==> config.mk <==
export PLATFORM = sky130hd
export DESIGN_NAME = div_ctrl_flat
export DESIGN_NICKNAME = d
export VERILOG_FILES = /design/src/rtl/div_ctrl_pkg.sv /design/src/rtl/div_ctrl_if.sv /design/src/rtl/div_core_u64.sv /design/src/rtl/div_ctrl.sv /design/src/flat_wrapper.sv
export SDC_FILE = /design/constraint.sdc
export NUM_CORES = 1
export LEC_CHECK = 0
export BUFFER_PORTS_ARGS = -buffer_cell sky130_fd_sc_hd__buf_2
export CORE_MARGIN = 3
export CORE_UTILIZATION = 56
export CTS_CLUSTER_SIZE = 24
export DETAILED_ROUTE_END_ITERATION = 10
export GPL_ROUTABILITY_DRIVEN = 0
export PLACE_DENSITY = 0.78
export SYNTH_ARGS = -nofsm -noshare
export SYNTH_HDL_FRONTEND = slang
export SYNTH_HIERARCHICAL = 1
export SYNTH_SLANG_ARGS = --single-unit
==> constraint.sdc <==
create_clock -name clk -period 3.9 [get_ports clk]
set_input_delay 0.78 -clock clk [delete_from_list [all_inputs] [get_ports clk]]
set_output_delay 0.78 -clock clk [all_outputs]
set_load 0.05 [all_outputs]
==> src/rtl/div_ctrl_pkg.sv <==
// Shared types and constants for the radix-2 divide sequencer.
// Optional build macro DIV_LZC_SKIP_EN uses lead_zero_bytes() to skip leading zero bytes.
package div_ctrl_pkg;

  localparam int DIV_XLEN    = 64;
  localparam int DIV_CNT_W   = 7;
  localparam int DIV_ITER_64 = 64;
  localparam int DIV_ITER_32 = 32;

  // {is_word, is_signed, is_rem}
  typedef struct packed {
    logic is_word;
    logic is_signed;
    logic is_rem;
  } div_op_t;

  typedef enum logic [2:0] {IDLE, PREP, BUSY, FIX, DONE} div_state_t;

  // Number of all-zero bytes at the top of a left-aligned value (0..8).
  function automatic logic [3:0] lead_zero_bytes(input logic [DIV_XLEN-1:0] v);
    logic [3:0] n;
    logic       hit;
    n   = 4'd0;
    hit = 1'b0;
    for (int i = DIV_XLEN / 8 - 1; i >= 0; i--) begin
      if (!hit && (v[i*8 +: 8] == 8'd0)) n = n + 4'd1;
      else hit = 1'b1;
    end
    return n;
  endfunction

endpackage

==> src/rtl/div_ctrl_if.sv <==
// Issue-side and writeback-side handshake bundle for the divide sequencer.
interface div_ctrl_if;
  import div_ctrl_pkg::*;

  logic                in_valid;
  logic                in_ready;
  div_op_t             in_op;
  logic [DIV_XLEN-1:0] in_a;
  logic [DIV_XLEN-1:0] in_b;
  logic                flush;
  logic                out_valid;
  logic                out_ready;
  logic [DIV_XLEN-1:0] out_data;

  // Issue logic / writeback side
  modport master (
    output in_valid, in_op, in_a, in_b, flush, out_ready,
    input  in_ready, out_valid, out_data
  );

  // Divide controller side
  modport slave (
    input  in_valid, in_op, in_a, in_b, flush, out_ready,
    output in_ready, out_valid, out_data
  );

endinterface

==> src/rtl/div_core_u64.sv <==
// Unsigned restoring divider: one quotient bit per cycle for 'iters' cycles.
// The dividend arrives pre-shifted so its significant bits sit at the top.
module div_core_u64 #(
  parameter int XLEN  = 64,
  parameter int CNT_W = 7
) (
  input  logic             clk,
  input  logic             resetn,
  input  logic             start,
  input  logic             abort,
  input  logic [CNT_W-1:0] iters,
  input  logic [XLEN-1:0]  dividend,
  input  logic [XLEN-1:0]  divisor,
  output logic [XLEN-1:0]  q,
  output logic [XLEN-1:0]  r
);

  logic [XLEN-1:0]  q_reg;
  logic [XLEN-1:0]  r_reg;
  logic [XLEN-1:0]  d_reg;
  logic [CNT_W-1:0] cnt_reg;
  logic [XLEN:0]    r_shift;
  logic [XLEN:0]    r_diff;
  logic             fits;

  // Trial subtraction of the divisor from the partial remainder shifted by one bit.
  always_comb begin
    r_shift = {r_reg, q_reg[XLEN-1]};
    r_diff  = r_shift - {1'b0, d_reg};
    fits    = ~r_diff[XLEN];
  end

  // Load on start, then shift one quotient bit in per cycle until the count runs out.
  always_ff @(posedge clk or negedge resetn) begin
    if (!resetn) begin
      q_reg   <= '0;
      r_reg   <= '0;
      d_reg   <= '0;
      cnt_reg <= '0;
    end else if (abort) begin
      cnt_reg <= '0;
    end else if (start) begin
      q_reg   <= dividend;
      r_reg   <= '0;
      d_reg   <= divisor;
      cnt_reg <= iters;
    end else if (cnt_reg != '0) begin
      cnt_reg <= cnt_reg - 1'b1;
      r_reg   <= fits ? r_diff[XLEN-1:0] : r_shift[XLEN-1:0];
      q_reg   <= {q_reg[XLEN-2:0], fits};
    end
  end

  assign q = q_reg;
  assign r = r_reg;

endmodule

==> src/rtl/div_ctrl.sv <==
// RV64M divide/remainder sequencer: operand conditioning, special cases,
// drives div_core_u64, sign fix-up and result handshake.
// Build macro DIV_LZC_SKIP_EN: skip leading zero bytes of the dividend.
module div_ctrl
  import div_ctrl_pkg::*;
#(
  parameter int XLEN  = DIV_XLEN,
  parameter int CNT_W = DIV_CNT_W
) (
  input  logic     clk,
  input  logic     resetn,
  div_ctrl_if.slave bus
);

  div_state_t       state;
  div_op_t          op_reg;
  logic [XLEN-1:0]  a_reg, b_reg, out_data_reg;
  logic [CNT_W-1:0] cnt_reg;
  logic             neg_q_reg, neg_r_reg, ready_reg, out_valid_reg;

  logic [XLEN-1:0]  a_ext, b_ext, abs_a, abs_b, min_val, spec_res, shifted_a;
  logic [XLEN-1:0]  core_q, core_r, fix_q, fix_r, fix_sel, fix_res;
  logic             sa, sb, div_zero, ovf, special, core_start;
  logic [CNT_W-1:0] n_iter, iters, shamt;
`ifdef DIV_LZC_SKIP_EN
  logic [XLEN-1:0]  lz_src;
  logic [CNT_W-1:0] lz_bits;
`endif

  // Condition the latched operands and classify the op while in PREP.
  always_comb begin
    a_ext = a_reg;
    b_ext = b_reg;
    if (op_reg.is_word) begin
      a_ext = {{(XLEN-32){op_reg.is_signed & a_reg[31]}}, a_reg[31:0]};
      b_ext = {{(XLEN-32){op_reg.is_signed & b_reg[31]}}, b_reg[31:0]};
    end
    sa      = op_reg.is_signed & a_ext[XLEN-1];
    sb      = op_reg.is_signed & b_ext[XLEN-1];
    abs_a   = sa ? ('0 - a_ext) : a_ext;
    abs_b   = sb ? ('0 - b_ext) : b_ext;
    min_val = op_reg.is_word ? {{(XLEN-31){1'b1}}, 31'b0} : {1'b1, {(XLEN-1){1'b0}}};
    div_zero = (b_ext == '0);
    ovf      = op_reg.is_signed && (a_ext == min_val) && (b_ext == '1);
    special  = div_zero || ovf;
    if (div_zero) spec_res = op_reg.is_rem ? a_ext : '1;
    else          spec_res = op_reg.is_rem ? '0 : min_val;
    if (op_reg.is_word) spec_res = {{(XLEN-32){spec_res[31]}}, spec_res[31:0]};

    n_iter = op_reg.is_word ? CNT_W'(DIV_ITER_32) : CNT_W'(DIV_ITER_64);
    iters  = n_iter;
`ifdef DIV_LZC_SKIP_EN
    lz_src  = op_reg.is_word ? {abs_a[31:0], {(XLEN-32){1'b0}}} : abs_a;
    lz_bits = CNT_W'({lead_zero_bytes(lz_src), 3'b000});
    iters   = (lz_bits >= n_iter) ? CNT_W'(1) : (n_iter - lz_bits);
`endif
    // Left-align so the last iteration leaves a clean quotient in the low bits.
    shamt     = CNT_W'(XLEN) - iters;
    shifted_a = abs_a << shamt;
  end

  // Sign fix-up and result selection after the last core step.
  always_comb begin
    fix_q   = neg_q_reg ? ('0 - core_q) : core_q;
    fix_r   = neg_r_reg ? ('0 - core_r) : core_r;
    fix_sel = op_reg.is_rem ? fix_r : fix_q;
    fix_res = op_reg.is_word ? {{(XLEN-32){fix_sel[31]}}, fix_sel[31:0]} : fix_sel;
  end

  assign core_start = (state == PREP) && !special && !bus.flush;

  div_core_u64 #(
    .XLEN (XLEN),
    .CNT_W(CNT_W)
  ) u_core (
    .clk     (clk),
    .resetn  (resetn),
    .start   (core_start),
    .abort   (bus.flush),
    .iters   (iters),
    .dividend(shifted_a),
    .divisor (abs_b),
    .q       (core_q),
    .r       (core_r)
  );

  // Sequencing FSM with registered handshake outputs; flush overrides everything.
  always_ff @(posedge clk or negedge resetn) begin
    if (!resetn) begin
      state         <= IDLE;
      op_reg        <= '0;
      a_reg         <= '0;
      b_reg         <= '0;
      out_data_reg  <= '0;
      cnt_reg       <= '0;
      neg_q_reg     <= 1'b0;
      neg_r_reg     <= 1'b0;
      ready_reg     <= 1'b1;
      out_valid_reg <= 1'b0;
    end else if (bus.flush) begin
      state         <= IDLE;
      cnt_reg       <= '0;
      ready_reg     <= 1'b1;
      out_valid_reg <= 1'b0;
    end else begin
      case (state)
        IDLE: begin
          if (bus.in_valid && ready_reg) begin
            op_reg    <= bus.in_op;
            a_reg     <= bus.in_a;
            b_reg     <= bus.in_b;
            ready_reg <= 1'b0;
            state     <= PREP;
          end
        end
        PREP: begin
          neg_q_reg <= sa ^ sb;
          neg_r_reg <= sa;
          if (special) begin
            out_data_reg  <= spec_res;
            out_valid_reg <= 1'b1;
            state         <= DONE;
          end else begin
            cnt_reg <= iters;
            state   <= BUSY;
          end
        end
        BUSY: begin
          cnt_reg <= cnt_reg - 1'b1;
          if (cnt_reg == CNT_W'(1)) state <= FIX;
        end
        FIX: begin
          out_data_reg  <= fix_res;
          out_valid_reg <= 1'b1;
          state         <= DONE;
        end
        DONE: begin
          if (bus.out_ready) begin
            out_valid_reg <= 1'b0;
            ready_reg     <= 1'b1;
            state         <= IDLE;
          end
        end
        default: state <= IDLE;
      endcase
    end
  end

  assign bus.in_ready  = ready_reg & ~bus.flush;
  assign bus.out_valid = out_valid_reg;
  assign bus.out_data  = out_data_reg;

endmodule

==> src/flat_wrapper.sv <==
// flat-port wrapper written by rule: the top's interface ports become plain ports
module div_ctrl_flat import div_ctrl_pkg::*;
#(
  parameter int XLEN  = DIV_XLEN,
  parameter int CNT_W = DIV_CNT_W
)
  (clk, resetn, bus_in_valid, bus_in_op, bus_in_a, bus_in_b, bus_flush, bus_out_ready, bus_in_ready, bus_out_valid, bus_out_data);
  div_ctrl_if bus_i ();
  input  logic clk;
  input  logic resetn;
  input wire logic [$bits(bus_i.in_valid)-1:0] bus_in_valid;
  input wire logic [$bits(bus_i.in_op)-1:0] bus_in_op;
  input wire logic [$bits(bus_i.in_a)-1:0] bus_in_a;
  input wire logic [$bits(bus_i.in_b)-1:0] bus_in_b;
  input wire logic [$bits(bus_i.flush)-1:0] bus_flush;
  input wire logic [$bits(bus_i.out_ready)-1:0] bus_out_ready;
  output wire logic [$bits(bus_i.in_ready)-1:0] bus_in_ready;
  output wire logic [$bits(bus_i.out_valid)-1:0] bus_out_valid;
  output wire logic [$bits(bus_i.out_data)-1:0] bus_out_data;
  assign bus_i.in_valid = bus_in_valid;
  assign bus_i.in_op = bus_in_op;
  assign bus_i.in_a = bus_in_a;
  assign bus_i.in_b = bus_in_b;
  assign bus_i.flush = bus_flush;
  assign bus_i.out_ready = bus_out_ready;
  assign bus_in_ready = bus_i.in_ready;
  assign bus_out_valid = bus_i.out_valid;
  assign bus_out_data = bus_i.out_data;
  div_ctrl #(.XLEN(XLEN), .CNT_W(CNT_W)) u_core (.clk(clk), .resetn(resetn), .bus(bus_i));
endmodule
==> metrics <==
status finished, final reports clean; share of the synthesized area in the top cell type 35.3%; total number of vias between 20000 and 30000; Post-synth ARST share 100%; top-count cell post-synth nand2_1; max_cap viols 0; largest cells by area after synthesis dfrtp_1 35%, nand2_1 5.4%, mux2_2 5.2%; Max Freq 264 MHz; setup bufs post-CTS 0; Num CTS Buffers 47; Area Overhead vs Synth 13.1%; Post-Synthesis Mean Instance Area 8.50 um^2; number of distinct library cells after synthesis 93; CTS tree built; Crit-path slowest cell a31oi_1; EDFF count, synth 0; Antenna Violating Nets Remaining 0; critical path peak fanout 30; die area 0.0543 mm^2; Root Buffer Master clkbuf_16; first-pass iteration count of the detailed router 6; CTS sink count 408; chip height between 200 and 250 um; initial antenna violation count 1; H-tree Lvls 2; # DRC 0; WL per Instance between 20 and 25 um; Total Routing Usage GR between 30% and 40%; number of synthesized register bits roughly 410; grt ovf 0; Hold Vio Cnt, Final 0; type of element launching the critical path flip-flop; largest net degree at the start of global routing around 110; Final Cycle Share between 90% and 100%; total negative slack 0 ns; number of global-route vias before repair 24993; Worst Hold Class input port to asynchronous set/reset pin; layout cell share with drive strength beyond 1 between 10% and 20%; fin crit period between 3 and 4 ns; Cell Rows between 80 and 90; Inst Count DP 4173; DR vias/cell ~6.4; max-slew violations 0; Synth top cells by count 417 x nand2_1, 407 x dfrtp_1, 278 x o21ai_0; Warnings, synthesis 6; clock latency on the worst-skew pair about 0.58 ns; IO buf count about 200; Rel. slew slack 31.7%; CP cell instances buf_4 -> nand3_1 -> inv_1 -> a31oi_1 -> nor4b_2 -> or3_1 -> clkinv_2 -> inv_1 -> a21o_4 -> buf_4 -> a221o_1; Setup CP Type flip-flop to flip-flop; Core Area approximately 0.05 mm^2; Primary FF master, synth dfrtp_1; worst-margin pin slew 1.02 ns; post-synthesis cell count 3395; Crit path arrival time between 4 and 5 ns; Worst Skew approximately 0.016 ns; unrepaired setup endpoints after global routing false; Horiz. Die Dim 233 um; Yosys top cell by area dfrtp_1; antenna cells 0; CP Capture Type flip-flop; mapped cell area 0.0289 mm^2; fillers approximately 4300; critical path's largest stage delay roughly 0.75 ns; final cell count without fillers ~4300; Post-CTS Hold Buffers 0; total power divided by cell area ~860 mW/mm^2; initial core utilization 57.2%; Bufs on Longest Clock Path 3; DP Wirelength ~68000 um; WL final a little over 90000 um; Ports between 200 and 250; Peak VDD IR roughly 0.48 mV; CTS clk-pin slew, worst paths about 0.06 ns; 1st-iter DRT viols approximately 3700; global-route wire length before repair 142000 um; Resized Gates After CTS 2; leakage roughly 14 nW; Seq/Total Area, Yosys a little over a third; setup violators final 0; Req. time, crit path around 4.4 ns; Final #Nets 3759
area by class of cell:
class | count | area [um^2] | area share (%)
Multi-Input combinational cell | 2677 | 17500 | 53.7
Sequential cell | 408 | 10200 | 31.3
Timing Repair Buffer | 312 | 2040 | 6.24
Clock buffer | 72 | 1410 | 4.33
Tap cell | 672 | 841 | 2.58
Inverter | 104 | 392 | 1.20
Clock inverter | 14 | 206 | 0.633
metal layers:
metal | up-vias | track usage [%] | wire length, um
li1 | 12602 | - | -
met1 | 12900 | 46.7 | 38000
met2 | 1548 | 49.3 | 39600
met3 | 292 | 5.55 | 9110
met4 | 2 | 16.3 | 5060
met5 | - | 0 | 16
layout by cell type (no fill, tap or decap), types with 16 or more instances in the layout:
cell type / instances
nand2_1: 417
dfrtp_1: 403
o21ai_0: 278
nor2_1: 254
a21oi_1: 236
buf_2: 200
xnor2_1: 162
mux2_2: 133
xor2_1: 132
inv_1: 101
o31ai_1: 97
buf_4: 96
mux2i_1: 84
nor3_1: 72
ha_1: 72
o21ai_1: 63
nand2b_1: 53
clkbuf_16: 49
nand4_1: 46
nor4_1: 43
nand3_1: 42
or3_1: 36
o41ai_1: 34
a21o_1: 32
a31oi_1: 29
a221oi_1: 29
or4_1: 28
nor2b_1: 17
and3_1: 16
o211ai_1: 16
a22o_1: 16
path summary, 6_finish.rpt:
path / depth (start not counted) / endpoint / slack (ns) / start
min: 1 / u_core/a_reg[10]$_DFFE_PN0P_ / 0.11 / resetn
min in group clk: 2 / u_core/state[2]$_DFFE_PN0P_ / 0.42 / bus_out_ready
max in group asynchronous: 3 / u_core/b_reg[35]$_DFFE_PN0P_ / 2.63 / resetn
max: 11 / u_core/u_core/r[52]$_DFFE_PN0P_ / 0.11 / u_core/op_reg[2]$_DFFE_PN0P_
max reg2reg: 11 / u_core/u_core/r[52]$_DFFE_PN0P_ / 0.11 / u_core/op_reg[2]$_DFFE_PN0P_
min reg2reg: 2 / u_core/bus.out_data[36]$_DFFE_PN0P_ / 0.47 / u_core/bus.out_data[36]$_DFFE_PN0P_
stage by stage:
stage / setup WS (ns) / hold slack (ns) / util (%) / cell area [um^2] / power (mW)
floorplan: 0.270 / 0.475 / - / 28900 / 18.6
global placement: -0.532 / 0.458 / 61.3 / 31000 / 22.6
detailed placement: -0.0650 / 0.464 / 61.3 / 31000 / 22.9
CTS: 0.197 / 0.0998 / 64.6 / 32600 / 27.7
global route: 0.0701 / 0.117 / 64.6 / 32600 / 29.9
finish: 0.107 / 0.110 / 64.6 / 32600 / 28.2
report_power, final:
group | leakage (nW) | total [mW] | switching (mW) | internal (mW)
logic | 7.78 | 15.9 | 9.83 | 6.06
clock network | 0.786 | 4.62 | 1.81 | 2.82
registers | 5.16 | 7.64 | 2.01 | 5.63
critical path: cells and delay by family, from the launching register on:
kind	cells	cell delay, ns
compound gates	3	1.39
buf+inv	5	0.85
simple gates	3	0.83
flops	1	0.58
logic make-up (layout without fill, tap and decap cells):
group,count (synthesis),in the layout,share of synthesized area [%]
muxes,218,218,8.16
adders and majority gates,73,73,3.19
DFF,408,408,35.4
xor gates and xnor gates,295,295,8.98
buffers and inverters,314,502,4.27
and+or+nand+nor,1113,1113,18.7
other,1,5,0.0130
AOI/OAI and AO/OA,973,973,21.3
No activity file was read; power rests on OpenSTA's default activity.
